$ cat src/rtl/rr_grant_fsm.sv
// rr_grant_fsm: Moore round-robin arbiter with a one-cycle idle gap between
// owners and a per-grant hold limit that forces rotation.
module rr_grant_fsm #(
    parameter int N        = 4,
    parameter int MAX_HOLD = 8
) (
    input  logic                 clk,
    input  logic                 rst,
    input  logic [N-1:0]         req,
    output logic [N-1:0]         gnt,
    output logic [$clog2(N)-1:0] gnt_id,
    output logic                 busy,
    output logic                 timeout
);

    localparam int IDW = $clog2(N);
    localparam int HW  = $clog2(MAX_HOLD + 1);

    localparam logic [1:0] ST_IDLE  = 2'd0;
    localparam logic [1:0] ST_GRANT = 2'd1;
    localparam logic [1:0] ST_GAP   = 2'd2;

    logic [1:0]     r_state;
    logic [IDW-1:0] r_ptr;
    logic [HW-1:0]  r_hold_cnt;
    logic [IDW-1:0] r_owner;
    logic [N-1:0]   r_gnt;
    logic [IDW-1:0] r_gnt_id;
    logic           r_busy;
    logic           r_timeout;

    logic [IDW-1:0] w_winner;
    logic [IDW:0]   w_scan;
    logic [IDW-1:0] w_next_ptr;
    logic [IDW:0]   w_owner_inc;
    logic           w_any_req;
    logic           w_owner_req;
    logic           w_hold_max;

    assign w_any_req   = |req;
    assign w_owner_req = req[r_owner];
    assign w_hold_max  = (r_hold_cnt == HW'(MAX_HOLD - 1));

    // Rotating first-set-bit search starting at r_ptr; scanning offsets from
    // high to low lets the smallest offset overwrite and win.
    always_comb begin
        // NOTE: every variable gets a default before the loop so no path leaves
        // it unassigned, which would otherwise infer a latch.
        w_winner = '0;
        w_scan   = '0;
        for (int i = N - 1; i >= 0; i--) begin
            w_scan = {1'b0, r_ptr} + (IDW + 1)'(i);
            if (w_scan >= (IDW + 1)'(N)) begin
                w_scan = w_scan - (IDW + 1)'(N);
            end
            if (req[w_scan[IDW-1:0]]) begin
                w_winner = w_scan[IDW-1:0];
            end
        end
    end

    // Pointer value one past the current owner, wrapping at N.
    always_comb begin
        w_owner_inc = {1'b0, r_owner} + 1'b1;
        if (w_owner_inc == (IDW + 1)'(N)) begin
            w_next_ptr = '0;
        end else begin
            w_next_ptr = w_owner_inc[IDW-1:0];
        end
    end

    // State, rotation bookkeeping and registered outputs, all with sync reset.
    always_ff @(posedge clk) begin
        // NOTE: non-blocking assignments so every register samples the values
        // from before this edge, independent of statement order.
        if (!rst) begin
            r_state    <= ST_IDLE;
            r_ptr      <= '0;
            r_hold_cnt <= '0;
            r_owner    <= '0;
            r_gnt      <= '0;
            r_gnt_id   <= '0;
            r_busy     <= 1'b0;
            r_timeout  <= 1'b0;
        end else begin
            case (r_state)
                ST_IDLE, ST_GAP: begin
                    r_timeout <= 1'b0;
                    if (w_any_req) begin
                        r_state    <= ST_GRANT;
                        r_owner    <= w_winner;
                        r_hold_cnt <= '0;
                        r_gnt      <= N'(1) << w_winner;
                        r_gnt_id   <= w_winner;
                        r_busy     <= 1'b1;
                    end else begin
                        r_state <= ST_IDLE;
                    end
                end
                ST_GRANT: begin
                    if (!w_owner_req || w_hold_max) begin
                        // Voluntary release takes priority; only a still-held
                        // grant that hit the limit flags a timeout.
                        r_state   <= ST_GAP;
                        r_ptr     <= w_next_ptr;
                        r_gnt     <= '0;
                        r_busy    <= 1'b0;
                        r_timeout <= w_owner_req;
                    end else begin
                        r_hold_cnt <= r_hold_cnt + 1'b1;
                    end
                end
                default: begin
                    r_state   <= ST_IDLE;
                    r_gnt     <= '0;
                    r_busy    <= 1'b0;
                    r_timeout <= 1'b0;
                end
            endcase
        end
    end

    assign gnt     = r_gnt;
    assign gnt_id  = r_gnt_id;
    assign busy    = r_busy;
    assign timeout = r_timeout;

endmodule

$ cat config.mk
export PLATFORM = sky130hd
export DESIGN_NAME = rr_grant_fsm
export DESIGN_NICKNAME = d
export VERILOG_FILES = /design/src/rtl/rr_grant_fsm.sv
export SDC_FILE = /design/constraint.sdc
export NUM_CORES = 1
export LEC_CHECK = 0
export ABC_AREA = 1
export CORE_MARGIN = 4
export CORE_UTILIZATION = 45
export CTS_CLUSTER_DIAMETER = 200
export DETAILED_ROUTE_END_ITERATION = 10
export GPL_ROUTABILITY_DRIVEN = 1
export PLACE_DENSITY = 0.69
export SYNTH_ARGS = -nofsm -noshare
export SYNTH_HDL_FRONTEND = slang
export SYNTH_SLANG_ARGS = --single-unit
$ cat constraint.sdc
create_clock -name clk -period 1.7 [get_ports clk]
set_clock_uncertainty 0.15 [all_clocks]
set_input_delay 0.34 -clock clk [delete_from_list [all_inputs] [get_ports clk]]
set_output_delay 0.34 -clock clk [all_outputs]
set_load 0.01 [all_outputs]
==> results.yml <==
sta:
  fmax_ghz: 0.608
  max_slew.worst_pin.slew_ns: 0.228
  rsz0062_at_grt: "true"
  fin_crit_ns: 1.65
  slew_headroom_pct: 84.8
  drv_slew: 0
  final_hold_viol_count: 0
  fin_crit_sh_pct: 96.8
  finalSetupViolCount: 0
logic_synthesis:
  async_flop_share_pct: 0
  synth_edf_count: 0
  synthCells: 130
  syn-cell-area_um2: 901
  synth_seq_cells: 16
  synth-main-ff-cell: "dfxtp_1"
  ys_seq_area_share_pct: 35.6
  yosysUniqueCellTypes: 26
  synth_nets: 138
  yosys_warnings: 0
  syn_area_per_cell_um2: 6.93
route:
  drtPass1Iterations: 4
  ant_nets: 0
  routed_wl_mm: 2.01
  wire_per_inst_um: 11.5
  viasPerCell: 4.98
  drc: 0
  num_vias: 872
  drt_iter0_drc: 11
global_routing:
  grt_usage_pct: 16.0
  grt_max_degree: 10
  grt_pass1_wl_mm: 3.26
  grt_overflow: 0
  grt_pass1_vias: 798
  antenna_found_initial: 0
clock_network:
  cts_buffers: 3
  post_cts_buffers: 0
  clk_pin_slew_worst_paths_ns: 0.10
  clockBufferDepth: 2
  clock_sinks: 16
  clkLatencyLatePin_ns: 0.29
  cts_tree: "yes"
  clock-root-buffer: "clkbuf_4"
  htreeDepth: 1
place:
  placed_cells: 171
  routabilityCongestion: 0.734
  io_buffers: 13
  place_area_um2: 1080
  dp_hpwl_mm: 1.53
floorplanning:
  start_util_pct: 50.0
  core-area_um2: 1800
  io_pins: 14
  rows: 15
  die_x_um: 52.7
  dieArea_um2: 2780
  die_y_um: 52.7
power_and_ir_drop:
  p_leak_nw: 0.594
  max-vdd-ir-drop_uv: 653
  power_w: 0.00113
  p_per_area_nw_per_um2: 955
worst_setup_path:
  cp-end-kind: "output port"
  worstPathMaxFanout: 2
  crit_chain: "clkdlybuf4s50_1"
  startpoint_type: "flip-flop"
  cpLargestDelayFamily: "buffers and inverters"
  critical_path_class: "flip-flop to output port"
  required_ns: 1.21
  crit_path_top_delay_cell: "clkdlybuf4s50_1"
  slowest_delay_ns: 0.53
  path_buf_inv: 1
  crit_arrival_ns: 1.16
layout:
  drive_gt1_share_pct: 25.3
  num_antenna_cells: 0
  instances_no_fill: 175
  finalInstanceArea_um2: 1180
  postLayoutCoreUtil_pct: 65.6
  fillers: 169
  area_growth_pct: 31.2
  nNetsFinal: 159
job:
  cap_violations: 0
hold_path:
  worstHoldPathType: "flip-flop to flip-flop"
run_status:
  status: "finished clean"
[worst paths after layout]
path,startpoint,depth (start not counted),slack [ns],to
max,gnt[3]$_SDFFE_PN0P_,1,0.05,gnt[3]
min,timeout$_SDFFE_PN0P_,2,0.31,timeout$_SDFFE_PN0P_
max reg2reg,r_ptr[0]$_SDFFE_PN0P_,10,0.12,gnt[3]$_SDFFE_PN0P_
min reg2reg,timeout$_SDFFE_PN0P_,2,0.31,timeout$_SDFFE_PN0P_
[synthesized netlist by cell type (2+ instances only)]
| library cell | number | share of area (%) |
|---|---|---|
| nand2_1 | 32 | 13 |
| inv_1 | 19 | 7.9 |
| dfxtp_1 | 16 | 36 |
| nand3_1 | 14 | 7.8 |
| nor2_1 | 14 | 5.8 |
| a21oi_1 | 9 | 5.0 |
| o21ai_0 | 4 | 2.2 |
| ha_1 | 2 | 2.8 |
| nand3_2 | 2 | 2.2 |
| o21ai_1 | 2 | 1.1 |
[registers in the layout, summed over array words and instances (netlist names)]
register and count:
gnt_id 2, busy 1, timeout 1, r_hold_cnt 4
gnt 4, r_state 2, r_ptr 2
[layer usage]
layer  GRT usage (%)  vias up  part of all wire, %
li1                -      462                    -
met1            18.3      394                   45
met2            27.1       12                   51
met3            3.42        4                  2.3
met4            8.94        0                  1.5
met5               0        -                    0
[power by group]
group	internal, W	leakage [nW]	switching [W]
Sequential	0.000418	0.132	0.0000413
Clock	0.000130	0.0210	0.000121
Combinational	0.000168	0.441	0.000251
Total	0.000716	0.594	0.000413
[metrics by stage]
step | hold WS (ns) | setup TNS, ns | worst slack (ns)
floorplan | 0.310 | 0 | 0.248
global placement | 0.302 | -2.48 | -0.225
detailed placement | 0.302 | -2.73 | -0.253
CTS | 0.320 | 0 | 0.0299
global route | 0.346 | -0.00867 | -0.00834
finish | 0.311 | 0 | 0.0541
[repair_timing]
item / 4_1_cts / 5_1_grt
setup endpoints to repair: 2 / 14
hold buffers: 0 / 0
pin swaps: 0 / 3
gates resized for setup: 3 / 26
[kinds of logic (layout without fill, tap and decap cells)]
group,Yosys count,count (layout),synth area share (%)
DFF,16,16,35.6
buffers and inverters,22,42,10.3
adders and majority gates,2,2,2.78
AOI/OAI and AO/OA,21,21,13.2
and+or+nand+nor,68,68,37.2
xor gates and xnor gates,1,1,0.972
[placed cells by master (no fill, tap or decap), drive strengths merged, types with 4 or more instances in the layout]
| cell | count |
|---|---|
| a21oi | 9 |
| clkdlybuf4s50 | 6 |
| buf | 4 |
| nand2 | 34 |
| nand3 | 16 |
| dlymetal6s2s | 5 |
| clkbuf | 4 |
| inv | 21 |
| o21ai | 7 |
| nor2 | 15 |
| dfxtp | 16 |
[worst register-to-register path: stages (launching register included)]
cell and delay, ns:
dfxtp_2 0.45, inv_4 0.07, nand2_1 0.10, nand2_1 0.08
nand2_1 0.10, nand3_2 0.10, nand2_1 0.07, nand2_1 0.07
nand2_1 0.09, nand3_1 0.10, a21oi_2 0.15
[cell type report]
class	instances	area (µm²)	share of cell area, %
tap	25	31.3	2.65
sequential	16	324	27.4
inverter	21	81.3	6.88
clock buffer	4	36.3	3.07
timing repair buffer	17	170	14.4
multi-input combinational	92	539	45.6
(Power assumes the default switching activity.)
